**src/rtl/uart_loop_fifo.sv**
```systemverilog
// uart_loop_fifo: buffers received UART bytes in a DEPTH-entry FIFO and
// retransmits them through the serial_tx send/ready handshake. It provides
// hysteresis flow control (cts), a hold mode (loop_en=0), flush, and sticky
// overflow plus saturating drop and framing-error counters.
module uart_loop_fifo #(
    parameter int DATA_W     = 8,
    parameter int DEPTH_LOG2 = 4,
    parameter int CTS_HI     = 2**DEPTH_LOG2 - 2,
    parameter int CTS_LO     = 2**DEPTH_LOG2 / 2,
    parameter int CNT_W      = 8
) (
    input  logic                  clk,
    input  logic                  rst_n,
    input  logic [DATA_W-1:0]     rx_data,
    input  logic                  rx_finish,
    input  logic                  rx_error,
    output logic [DATA_W-1:0]     tx_data,
    output logic                  tx_send,
    input  logic                  tx_ready,
    input  logic                  loop_en,
    input  logic                  flush,
    input  logic                  clr_flags,
    output logic                  cts,
    output logic [DEPTH_LOG2:0]   level,
    output logic                  overflow,
    output logic [CNT_W-1:0]      drop_cnt,
    output logic [CNT_W-1:0]      err_cnt,
    output logic [DATA_W-1:0]     last_rx
);

    localparam int DEPTH = 2**DEPTH_LOG2;
    localparam int LW    = DEPTH_LOG2 + 1;
    localparam logic [LW-1:0] DEPTH_LV  = LW'(DEPTH);
    localparam logic [LW-1:0] CTS_HI_LV = LW'(CTS_HI);
    localparam logic [LW-1:0] CTS_LO_LV = LW'(CTS_LO);

    typedef enum logic [1:0] {
        IDLE      = 2'd0,
        BUSY_WAIT = 2'd1,
        DONE_WAIT = 2'd2
    } tx_state_t;

    tx_state_t             state;
    logic [DATA_W-1:0]     mem [DEPTH];
    logic [DEPTH_LOG2-1:0] wptr;
    logic [DEPTH_LOG2-1:0] rptr;
    logic [LW-1:0]         level_next;

    logic full;
    logic empty;
    logic push_req;
    logic err_ev;
    logic pop;
    logic push;
    logic drop;

    // Full is taken from the occupancy count so every slot is usable.
    assign full     = (level == DEPTH_LV);
    assign empty    = (level == '0);
    assign push_req = rx_finish & ~rx_error;
    assign err_ev   = rx_finish & rx_error;
    // A pop only launches from IDLE; flush blocks new pops but not in-flight ones.
    assign pop      = (state == IDLE) & loop_en & ~empty & tx_ready & ~flush;
    // A full FIFO still accepts a byte when a slot frees in the same cycle.
    assign push     = push_req & ~flush & (~full | pop);
    // A byte swallowed by flush is not a drop.
    assign drop     = push_req & ~flush & full & ~pop;

    // Next occupancy: flush wins, simultaneous push and pop cancel.
    always_comb begin
        // NOTE: every always_comb output gets a default first so no latch is inferred.
        level_next = level;
        if (flush) begin
            level_next = '0;
        end else if (push && !pop) begin
            level_next = level + LW'(1);
        end else if (pop && !push) begin
            level_next = level - LW'(1);
        end
    end

    // Byte storage, written on accepted pushes.
    // NOTE: the storage array has no reset; pointers and level define validity.
    always_ff @(posedge clk) begin
        if (push) begin
            mem[wptr] <= rx_data;
        end
    end

    // Pointers, occupancy and hysteresis flow control.
    always_ff @(posedge clk or negedge rst_n) begin
        // NOTE: sequential state uses non-blocking assignments so all registers update together.
        if (!rst_n) begin
            wptr  <= '0;
            rptr  <= '0;
            level <= '0;
            cts   <= 1'b0;
        end else begin
            level <= level_next;
            if (flush) begin
                wptr <= '0;
                rptr <= '0;
            end else begin
                if (push) begin
                    wptr <= wptr + DEPTH_LOG2'(1);
                end
                if (pop) begin
                    rptr <= rptr + DEPTH_LOG2'(1);
                end
            end
            if (level_next >= CTS_HI_LV) begin
                cts <= 1'b1;
            end else if (level_next <= CTS_LO_LV) begin
                cts <= 1'b0;
            end
        end
    end

    // Last good byte, sticky overflow and saturating event counters.
    always_ff @(posedge clk or negedge rst_n) begin
        if (!rst_n) begin
            last_rx  <= '0;
            overflow <= 1'b0;
            drop_cnt <= '0;
            err_cnt  <= '0;
        end else begin
            if (push_req) begin
                last_rx <= rx_data;
            end
            if (clr_flags) begin
                overflow <= drop;
                drop_cnt <= drop ? CNT_W'(1) : '0;
                err_cnt  <= err_ev ? CNT_W'(1) : '0;
            end else begin
                if (drop) begin
                    overflow <= 1'b1;
                    if (drop_cnt != '1) begin
                        drop_cnt <= drop_cnt + CNT_W'(1);
                    end
                end
                if (err_ev && (err_cnt != '1)) begin
                    err_cnt <= err_cnt + CNT_W'(1);
                end
            end
        end
    end

    // Transmit handshake FSM with registered tx_send and tx_data.
    always_ff @(posedge clk or negedge rst_n) begin
        if (!rst_n) begin
            state   <= IDLE;
            tx_send <= 1'b0;
            tx_data <= '0;
        end else begin
            case (state)
                IDLE: begin
                    if (pop) begin
                        tx_data <= mem[rptr];
                        tx_send <= 1'b1;
                        state   <= BUSY_WAIT;
                    end
                end
                BUSY_WAIT: begin
                    if (!tx_ready) begin
                        tx_send <= 1'b0;
                        state   <= DONE_WAIT;
                    end
                end
                DONE_WAIT: begin
                    if (tx_ready) begin
                        state <= IDLE;
                    end
                end
                default: begin
                    tx_send <= 1'b0;
                    state   <= IDLE;
                end
            endcase
        end
    end

endmodule
```
**config.mk**
```make
export PLATFORM = sky130hd
export DESIGN_NAME = uart_loop_fifo
export DESIGN_NICKNAME = d
export VERILOG_FILES = /design/src/rtl/uart_loop_fifo.sv
export SDC_FILE = /design/constraint.sdc
export NUM_CORES = 1
export LEC_CHECK = 0
export ABC_AREA = 1
export CORE_ASPECT_RATIO = 1.5
export CORE_MARGIN = 4
export CORE_UTILIZATION = 50
export DETAILED_ROUTE_END_ITERATION = 12
export GPL_TIMING_DRIVEN = 0
export PLACE_DENSITY = 0.73
export SLEW_MARGIN = 0
export SYNTH_ARGS = -nofsm -noshare
export SYNTH_HDL_FRONTEND = slang
export SYNTH_SLANG_ARGS = --single-unit
```
**constraint.sdc**
```tcl
create_clock -name clk -period 3 [get_ports clk]
set_clock_uncertainty 0.05 [all_clocks]
set_input_delay 0.6 -clock clk [delete_from_list [all_inputs] [get_ports clk]]
set_output_delay 0.6 -clock clk [all_outputs]
set_load 0.05 [all_outputs]
```
==> metrics <==
outcome complete, no violations; largest net degree at the start of global routing 32; DRT iter0 DRCs 392; DRC violations left 0; RSZ-0062 raised after global routing false; Tmin final 2.85 ns; final max-slew violation count 0; Final Hold Viols 0; Total Wirelength 19300 um; register area share after synthesis 0.664; Critical Path RT 2.99 ns; measured slew at the worst slew-check pin 0.944 ns; antenna cell count 0; clock tree root buffer cell clkbuf_16; Commonest cells post-synth edfxtp_1 (128), nor2_1 (95), nand2_1 (88); fin nets 771; Clock Latency Late Sink 0.43 ns; Max-slew headroom 0.368; fin crit share 0.949; Core ar. 15100 um^2; DR WL/cell 20.1 um; vias in the first global route 5482; die area 17400 um^2; ys async rst share 0.281; Final setup violation count 0; Critical Path Source Type input port; I/O pins 56; CTS resizes 0; crit-path max cell delay 0.73 ns; Max-cap violations 0; first-pass detailed-route iteration total 5; Initial Utilization 0.509; leading area contributor after synthesis edfxtp_1; fillers 1173; worst-path cell chain clkdlybuf4s50_1 > inv_1 > nor2_2 > inv_2 > buf_2 > nor2_2 > nand2_1 > inv_2 > nand2_1 > nor2_1; synth warn 0; H-tree levels 4; EDFF count, synth 128; Max VDD drop 388 uV; most frequent cell after synthesis edfxtp_1; Longest Clk Path Bufs 2; DR vias/cell 5.76; CP Max Fanout 10; Buf/Inv on CP 5; predominant post-synthesis flop cell edfxtp_1; achievable clock frequency 0.351 GHz; Num CTS Buffers 17; mapped cell area 7670 um^2; initial antenna violation count 0; Die X 109 um; synth-to-layout area growth 17.7%; Critical Path Slowest Stage Cell nor2_1; FP Rows 55; Mean Syn Cell Area 11.4 um^2; layout cells sized above 1 0.104; CTS sink cnt 178; Mapped Cells 673; DP Wirelength 13900 um; Largest delay share family, worst path simple AND/OR/NAND/NOR gates; Synth Register Bits 178; Critical Path End Type flop; Antenna Nets Post-Route 0; CTS tree yes; hold slack 0.0986 ns; pre-CTS WS -0.337 ns; CP Class in2reg; Vias 5514; synth top area cells edfxtp_1 (50%), dfrtp_1 (16%), nor2_1 (4.6%), o21ai_0 (4.5%), nand2_1 (4.3%); Total GRT Usage 0.230; Setup WS post-layout 0.154 ns; Yosys cell types 39; Hold Buf Count CTS 0; first-pass GRT wire length 30100 um; RePlAce Congestion 1.01; post-CTS setup repair buffer count 0; TNS Setup 0 ns; critical path arrival 2.84 ns; grt ovf 0; Finished Core Util 0.599; post-synth top area share 0.501; PD cells 662 nW/um^2; Synth Net Count 698; I/O Buffers 53; clock slew at reported path FFs 0.07 ns; Lkg Pwr 3.33 nW; worst min-delay path category in2async; height of the die 160 um
## routing by layer
metal / routed length [um] / vias to the layer above / share of wire / track usage
met5: 0 / - / 0 / 0
met4: 960 / 0 / 0.050 / 0.112
met3: 1350 / 52 / 0.070 / 0.0425
met2: 10100 / 289 / 0.52 / 0.395
met1: 6850 / 2640 / 0.36 / 0.271
li1: - / 2533 / - / -
## layout make-up
cell class              count  area, um^2  share of cell area
plain buffers              31         145              0.0161
clock buffers              19         443              0.0491
clock inverters            13         114              0.0126
inverters                  46         175              0.0194
multi-input cells         418        2260               0.251
flip-flops and latches    178        5090               0.564
well taps                 199         249              0.0276
repair buffers             54         546              0.0604
## flip-flops by register name (all words and copies together) (netlist names)
register and flops:
cts 1, drop_cnt 8, err_cnt 8, last_rx 8
level 5, mem 128, overflow 1, rptr 4
state 2, tx_data 8, tx_send 1, wptr 4
## path summary, 6_finish.rpt
path,from,endpoint,slack [ns],depth (start not counted)
max,rx_finish,mem[12][0]$_DFFE_PP_,0.15,10
min,rst_n,level[3]$_DFF_PN0_,0.1,1
max reg2reg,level[0]$_DFF_PN0_,mem[12][0]$_DFFE_PP_,0.25,9
min reg2reg,last_rx[0]$_DFFE_PN0P_,last_rx[0]$_DFFE_PN0P_,0.43,2
max in group asynchronous,rst_n,drop_cnt[3]$_DFFE_PN0P_,2.25,2
min in group clk,last_rx[0]$_DFFE_PN0P_,last_rx[0]$_DFFE_PN0P_,0.43,2
## metrics by stage
stage	instances	total power, mW	instance area (um^2)
3_5_place_dp	926	3.95	8470
6_report	958	5.98	9030
3_3_place_gp	925	3.91	8450
4_1_cts	958	6.00	9020
5_1_grt	958	6.18	9030
2_1_floorplan	673	3.53	7670
## cell usage in the layout (no fill, tap or decap), types with 11 or more instances in the layout
cell type / instances
inv_1: 35
o21ai_1: 18
a21oi_1: 11
clkdlybuf4s50_1: 52
edfxtp_1: 128
nand2_1: 88
clkbuf_1: 19
o21ai_0: 69
dfrtp_1: 50
o221ai_1: 15
clkbuf_16: 17
nor2_1: 93
nand3_1: 32
o211ai_1: 18
## cell families after synthesis
kind of cell    synth area share
compound gates             0.122
xor+xnor                 0.00913
fa+ha+maj                 0.0147
buf+inv                   0.0417
flops                      0.664
mux                      0.00130
simple gates               0.147
## power breakdown
part / leakage (nW) / switching [mW] / internal [mW] / total, mW
Combinational: 1.26 / 0.750 / 0.337 / 1.09
Sequential: 1.80 / 0.0701 / 2.74 / 2.81
Clock: 0.263 / 0.916 / 1.16 / 2.08
Total: 3.33 / 1.74 / 4.24 / 5.98
Note: power is estimated with default switching activity, not from simulation.
